<file path="src/rtl/spi_pkg.sv">
// Shared SPI definitions: byte width, bit-counter width and the master FSM states.
package spi_pkg;

  localparam int SPI_WIDTH = 8;
  localparam int BIT_CNT_W = $clog2(SPI_WIDTH);

  typedef logic [SPI_WIDTH-1:0] spi_byte_t;

  typedef enum logic [2:0] {
    IDLE,
    LEAD,
    HIGH,
    LOW,
    GAP
  } spi_state_e;

endpackage

</file>
<file path="src/rtl/spi_sck_gen.sv">
// SCK half-period timer: strobes on the last clk cycle of each CLK_DIV-long phase.
module spi_sck_gen #(
  parameter int CLK_DIV = 2
) (
  input  logic clk,
  input  logic rst,
  input  logic i_en,
  output logic o_phase_end
);

  localparam int CW = (CLK_DIV > 1) ? $clog2(CLK_DIV) : 1;
  localparam logic [CW-1:0] LAST = CW'(CLK_DIV - 1);

  logic [CW-1:0] r_cnt;

  assign o_phase_end = i_en && (r_cnt == LAST);

  // Held at zero while disabled so every phase starts with a full CLK_DIV count.
  always_ff @(posedge clk or negedge rst) begin
    if (!rst) begin
      r_cnt <= '0;
    end else if (!i_en || o_phase_end) begin
      r_cnt <= '0;
    end else begin
      r_cnt <= r_cnt + CW'(1);
    end
  end

endmodule

</file>
<file path="src/rtl/spi_master_ctrl.sv">
// SPI mode-0 byte master with a one-entry pending buffer and a minimum SS-high gap.
// Optional frame counter output enabled by defining SPI_MASTER_FRAME_CNT_EN.
module spi_master_ctrl
  import spi_pkg::*;
#(
  parameter int CLK_DIV = 2,
  parameter int GAP_CYC = 2
) (
  input  logic                 clk,
  input  logic                 rst,
  input  logic                 start,
  input  logic [SPI_WIDTH-1:0] tx_data,
  output logic                 ready,
  output logic                 busy,
  output logic                 done,
  output logic [SPI_WIDTH-1:0] rx_data,
  output logic                 SCK,
  output logic                 SS,
  output logic                 MOSI,
  input  logic                 MISO
`ifdef SPI_MASTER_FRAME_CNT_EN
  ,
  output logic [15:0]          frame_cnt
`endif
);

  spi_state_e             r_state;
  spi_state_e             w_next;
  spi_byte_t              r_tx_sr;
  spi_byte_t              r_rx_sr;
  spi_byte_t              r_rx_data;
  spi_byte_t              r_pend_data;
  logic                   r_pend_valid;
  logic                   r_done;
  logic [BIT_CNT_W-1:0]   r_bit_cnt;
  logic [7:0]             r_gap_cnt;

  logic                   w_sck_en;
  logic                   w_phase_end;
  logic                   w_accept;
  logic                   w_gap_end;
  logic                   w_frame_end;
  logic                   w_load;
  spi_byte_t              w_load_data;

  assign w_sck_en    = (r_state == LEAD) || (r_state == HIGH) || (r_state == LOW);
  assign w_accept    = start && !r_pend_valid;
  assign w_gap_end   = (r_state == GAP) && (r_gap_cnt == 8'(GAP_CYC - 1));
  assign w_frame_end = (r_state == LOW) && w_phase_end && (r_bit_cnt == '1);
  assign w_load      = ((r_state == IDLE) && (r_pend_valid || w_accept)) ||
                       (w_gap_end && r_pend_valid);
  assign w_load_data = r_pend_valid ? r_pend_data : tx_data;

  spi_sck_gen #(
    .CLK_DIV (CLK_DIV)
  ) u_sck_gen (
    .clk         (clk),
    .rst         (rst),
    .i_en        (w_sck_en),
    .o_phase_end (w_phase_end)
  );

  // NOTE: sequential state uses non-blocking (<=) so every register samples pre-edge values.
  always_ff @(posedge clk or negedge rst) begin
    if (!rst) begin
      r_state <= IDLE;
    end else begin
      r_state <= w_next;
    end
  end

  // NOTE: w_next gets a default before the case so no path can infer a latch.
  always_comb begin
    w_next = r_state;
    case (r_state)
      IDLE: if (r_pend_valid || w_accept) w_next = LEAD;
      LEAD: if (w_phase_end) w_next = HIGH;
      HIGH: if (w_phase_end) w_next = LOW;
      LOW:  if (w_phase_end) w_next = (r_bit_cnt == '1) ? GAP : HIGH;
      GAP:  if (w_gap_end) w_next = r_pend_valid ? LEAD : IDLE;
      default: w_next = IDLE;
    endcase
  end

  always_comb begin
    SS    = !w_sck_en;
    SCK   = (r_state == HIGH);
    MOSI  = w_sck_en ? r_tx_sr[SPI_WIDTH-1] : 1'b0;
    busy  = (r_state != IDLE);
    ready = !r_pend_valid;
    done  = r_done;
    rx_data = r_rx_data;
  end

  // NOTE: the datapath registers, pending byte included, are reset so rx_data reads 00 and
  // no stale byte can be resent after an abort.
  always_ff @(posedge clk or negedge rst) begin
    if (!rst) begin
      r_tx_sr      <= '0;
      r_rx_sr      <= '0;
      r_rx_data    <= '0;
      r_pend_data  <= '0;
      r_pend_valid <= 1'b0;
      r_done       <= 1'b0;
      r_bit_cnt    <= '0;
      r_gap_cnt    <= '0;
    end else begin
      r_done <= w_frame_end;

      if (w_load) begin
        r_tx_sr   <= w_load_data;
        r_bit_cnt <= '0;
      end else if ((r_state == HIGH) && w_phase_end) begin
        r_tx_sr <= {r_tx_sr[SPI_WIDTH-2:0], 1'b0};
      end else if ((r_state == LOW) && w_phase_end) begin
        r_bit_cnt <= r_bit_cnt + BIT_CNT_W'(1);
      end

      if ((r_state == HIGH) && w_phase_end) begin
        r_rx_sr <= {r_rx_sr[SPI_WIDTH-2:0], MISO};
      end

      if (w_frame_end) begin
        r_rx_data <= r_rx_sr;
      end

      // An idle-state accept bypasses the buffer; anything accepted while busy waits here.
      if (w_accept && (r_state != IDLE)) begin
        r_pend_valid <= 1'b1;
        r_pend_data  <= tx_data;
      end else if (w_load && r_pend_valid) begin
        r_pend_valid <= 1'b0;
      end

      if (r_state == GAP) begin
        r_gap_cnt <= r_gap_cnt + 8'd1;
      end else begin
        r_gap_cnt <= '0;
      end
    end
  end

`ifdef SPI_MASTER_FRAME_CNT_EN
  logic [15:0] r_frame_cnt;

  always_ff @(posedge clk or negedge rst) begin
    if (!rst) begin
      r_frame_cnt <= '0;
    end else if (w_frame_end && (r_frame_cnt != 16'hFFFF)) begin
      r_frame_cnt <= r_frame_cnt + 16'd1;
    end
  end

  assign frame_cnt = r_frame_cnt;
`endif

endmodule

</file>
<file path="config.mk">
export PLATFORM = sky130hd
export DESIGN_NAME = spi_master_ctrl
export DESIGN_NICKNAME = d
export VERILOG_FILES = /design/src/rtl/spi_pkg.sv /design/src/rtl/spi_sck_gen.sv /design/src/rtl/spi_master_ctrl.sv
export SDC_FILE = /design/constraint.sdc
export NUM_CORES = 1
export LEC_CHECK = 0
export ABC_AREA = 1
export CORE_MARGIN = 2
export CORE_UTILIZATION = 53
export DETAILED_ROUTE_END_ITERATION = 16
export PLACE_DENSITY = 0.87
export SYNTH_ARGS = -nofsm -noshare
export SYNTH_HDL_FRONTEND = slang
export SYNTH_SLANG_ARGS = --single-unit
</file>
<file path="constraint.sdc">
create_clock -name clk -period 3.5 [get_ports clk]
set_input_delay 0.7 -clock clk [delete_from_list [all_inputs] [get_ports clk]]
set_output_delay 0.7 -clock clk [all_outputs]
set_load 0.02 [all_outputs]
</file>
; Yosys cells after proc, flatten, opt, wreduce, memory -nomap -nowiden
; Cells that the tools add are included.
[word_totals]
register_bits = 49
in_bits = 12
word_cells = 68
output_inout_bits = 14
[classes]
n_eq_ne = 12
n_mux = 19
add_sub_neg = 3
reduce_logical = 24
[op_table]
columns = cell, count
row1 = $mux 8, 4
row2 = $mux 3, 9
row3 = $pmux 3 s5, 1
row4 = $logic_and 1x1->1, 10
row5 = $add 8x1->8 const B, 1
row6 = $eq 8x1->1 const B, 1
row7 = $ne 2x1->1 const B, 4
row8 = $eq 3x2->1 const B, 2
row9 = $eq 3x3->1 const B, 2
row10 = $reduce_bool 2->1, 3
row11 = $logic_or 1x1->1, 5
row12 = $mux 1, 5
row13 = $reduce_and 5->1, 1
row14 = $ne 2x2->1 const B, 2
row15 = $add 3x1->3 const B, 1
row16 = $eq 3x1->1 const B, 1
row17 = $logic_not 3->1, 1
row18 = $reduce_bool 3->1, 1
row19 = $logic_not 1->1, 2
row20 = $reduce_and 2->1, 1
row21 = $add 1x1->1 const B, 1

; Logic depth before layout (Yosys ltp)
[logic_depth]
depth_word = 8
ltp_mapped = 9
mapped_depth_nobuf = 9

; By module
; Synthesis repeated with hierarchy kept, for this count alone.
[unflattened]
hier_cells = 261
hier_area_um2 = 2316.0
[modules_own_cells]
columns = module, cells_per_inst, area_each_um2, seq_area_each_um2, instances
row1 = spi_master_ctrl, 256, 2273.4, 1201.2, 1
row2 = spi_sck_gen, 5, 42.5, 25.0, 1

; Worst setup path after synthesis
; No wires, ideal clock.
[synth_timing]
path_type = register to output
startpoint = register r_state[0]
endpoint = output MOSI
stages_incl_launch_ff = 5
t_arrival_ps = 1084
t_required_ps = 2800
slack_ps = 1716
n_path_buf = 0
path_cell_list = dfrtp_1 -> inv_2 -> nand2_2 -> nand2_1 -> nor2_1
[synth_via]
elab_chain_len = 4
word_cells_on_any_way = 6
cone_classes = 3 x eq/ne / 1 x mux / 2 x reduce/logical
[synth_rtl]
columns = element, line
row1 = "start, declared", spi_master_ctrl.sv:27  ; spi_state_e r_state;
row2 = "start signal, assigned", spi_master_ctrl.sv:68  ; r_state <= w_next;
row3 = $eq 3x1->1 / $eq 3x2->1 (equally long branches), spi_master_ctrl.sv:46  ; assign w_sck_en = (r_state == LEAD) || (r_state == HIGH) || (r_state == LOW);
row4 = $logic_or 1x1->1, spi_master_ctrl.sv:46
row5 = $logic_or 1x1->1 *, spi_master_ctrl.sv:46
row6 = $mux 1 *, spi_master_ctrl.sv:88  ; MOSI = w_sck_en ? r_tx_sr[SPI_WIDTH-1] : 1'b0;
row7 = "end, declared", spi_master_ctrl.sv:19  ; output logic MOSI,
; Mark *: on every way between the ends. The rest lies on a longest branch, timed or not.

; Worst setup path after layout
; Same ends and word-level chain as after synthesis.

==> qor.csv <==
stage;metric;value;unit
drt;drtIter0Drc;114;
clock_network;cts_tree;done;
timing;final-setup-viol-count;0;
drt;detail_route.wl_per_cell;11.4;microns
finish;fillCellCount;385;
logic_synthesis;yosysWarnings;0;
drt;vias;1693;
clock_network;clock_sinks;49;
timing;tightest_slew;1.04;ns
die;coreArea;4290;sq um
clock_network;htreeDepth;2;
worst_hold_path;hold_path_class;flip-flop to flip-flop;
placed_design;dp_cells;329;
pwr;p_per_area;711;nW/um^2
logic_synthesis;yosys-top-cells-area;dfrtp_1 (53%), nand2_1 (11%), o21ai_2 (4.9%);
logic_synthesis;synthesis.area;2330;sq um
finish;nets;300;
timing;fmax;0.398;GHz
timing;hold_violations;0;
timing;report.final.slew_viol_count;0;
flow_run;maxCapViolations;0;
die;row_count;24;
pwr;p_sw;754;uW
finish;final_area;2670;sq um
placed_design;postPlaceCellArea;2580;sq um
pwr;peakVddDrop;0.000424;V
pwr;switching_share;0.397;
placed_design;place_hpwl;2.76;mm
grt;gr-usage-met2;0.290;
pwr;intPower;1150;uW
grt;grt_antenna_before_repair;0;
critical_path;end_kind;primary output;
drt;drc;0;
timing;finalCriticalPeriod;2.52;ns
timing;rsz0062_at_grt;no;
logic_synthesis;syn_inst;259;
finish;syn2layout_area_growth;14.8;%
finish;final_cells;337;
timing;fin_tns_setup;0;ns
critical_path;worstSetupPathType;flip-flop to primary output;
pwr;power_frac_comb;0.377;
grt;grt-busiest-layer;met2;
clock_network;cts_setup_buffers;0;
pwr;p_leak;0.00131;uW
clock_network;ctsResizeCount;0;
grt;track_usage;0.180;
finish;area.sequential;1230;sq um
critical_path;crit_fanout;5;
critical_path;critPathRequiredTime;2.80;ns
die;start_util;0.543;
grt;global_route.usage.met3;0.0519;
timing;slew_headroom;0.306;
worst_hold_path;holdPathStages;1;
timing;skew;0.0104;ns
logic_synthesis;synth_seq_area_share;0.526;
critical_path;startpoint_type;flip-flop;
clock_network;clkLatencyLatePin;0.31;ns
logic_synthesis;synth_largest_area_cell;dfrtp_1;
logic_synthesis;synth.ff_latch_count;49;
logic_synthesis;netlist.area_leader.share;0.526;
drt;drt-pass1-iter-count;4;
grt;grt_overflow;0;
logic_synthesis;syn-num-nets;275;
finish;diodes;0;
grt;grt_pass1_vias;1583;
clock_network;cts_root_buffer;clkbuf_8;
drt;vias_per_cell;5.02;
pwr;power_frac_seq;0.445;
die;die_h;70.3;microns
drt;ant_nets;0;
placed_design;portBuffers;25;
die;dieArea;4940;sq um
pwr;clkPwrFrac;0.178;
die;die_w;70.3;microns
finish;drive_gt1_frac;0.137;
clock_network;numCtsBuffers;5;
critical_path;r2r.worst_path.cells;5;
critical_path;crit_arrival;1.82;ns
grt;use_met1;0.229;
die;ios;26;
timing;hold-worst-slack;0.465;ns
placed_design;routabilityCongestion;0.846;
grt;grt_pass1_wl;6.96;mm
grt;grt_start_max_net_pins;50;
outcome;outcome;completed;
logic_synthesis;syn_area_per_cell;9.00;sq um
logic_synthesis;synth_cell_types;26;
clock_network;clockBufferDepth;2;
clock_network;clk_pin_slew;0.09;ns
drt;wl;3.84;mm
finish;multi_input_area;916;sq um
clock_network;hold_buffers;0;
timing;finalCritPeriodShare;0.719;
worst max-delay path: stages, from the launching register on:
cell and delay [ns]:
dfrtp_1 0.45, inv_2 0.08, nand2_2 0.11, nand2_1 0.10, nor2_1 0.14, clkdlybuf4s50_1 0.62
logic make-up after synthesis:
group	Yosys count	share of synthesized area
xor+xnor	2	0.00752
simple gates	118	0.248
buf+inv	42	0.0806
fa+ha+maj	4	0.0215
flops	49	0.526
compound gates	44	0.116
per-layer routing:
metal	share of wire	wire, microns
met4	0.018	69
met1	0.47	1800
met5	0	0
met2	0.47	1820
met3	0.038	146
stage by stage:
stage,setup slack (ns),total power (uW),util
after floorplan,1.72,1410,-
after global placement,1.34,1550,0.602
after detailed placement,1.30,1580,0.602
after CTS,0.954,1930,0.623
after global routing,0.889,2060,0.623
final,0.985,1900,0.623
power groups by stage:
stage / clock, uW / sequential, uW / combinational [uW]
finish: 338 / 846 / 716
global route: 376 / 870 / 811
CTS: 351 / 844 / 730
detailed placement: 0 / 856 / 723
global placement: 0 / 848 / 706
floorplan: 0 / 820 / 591
layout by cell type, fill, tap and decap left out, drive strengths merged:
cell / n
clkdlybuf4s50: 24
buf: 1
xnor2: 1
xor2: 1
nand4: 9
nor2: 18
ha: 4
clkinvlp: 1
a21oi: 6
clkbuf: 5
nor3: 2
nand3: 16
a31oi: 1
o21ai: 37
nand2: 73
dfrtp: 49
clkinv: 1
inv: 36
flip-flops by register name, summed over array words and instances, names as in the netlist:
signal	cells
done	1
rx_data	8
r_tx_sr	8
r_pend_data	8
r_pend_valid	1
u_sck_gen.r_cnt	1
r_rx_sr	8
r_gap_cnt	8
r_bit_cnt	3
r_state	3
worst paths after layout:
kind	end	slack (ns)	startpoint
min in group asynchronous	r_gap_cnt[5]	0.56	rst
min	r_gap_cnt[7]	0.46	r_gap_cnt[7]
min reg2reg	r_gap_cnt[7]	0.46	r_gap_cnt[7]
max in group asynchronous	r_pend_data[5]	2.29	rst
max reg2reg	r_state[0]	1.75	r_state[2]
max	MOSI	0.98	r_state[0]
synthesized netlist by cell type, drive strengths merged:
master / instances
o21ai: 37
xnor2: 1
buf: 6
nor2: 18
ha: 4
nand4: 9
nand3: 16
a31oi: 1
xor2: 1
clkbuf: 1
nor3: 2
inv: 35
a21oi: 6
dfrtp: 49
nand2: 73
final cells by class:
type | instances | share of cell area
clock buffer | 5 | 0.0257
clock inverter | 3 | 0.00796
inverter | 35 | 0.0491
multi-input combinational | 168 | 0.343
sequential | 49 | 0.459
tap | 52 | 0.0243
timing repair buffer | 25 | 0.0917
Note: power is estimated with default switching activity, not from simulation.
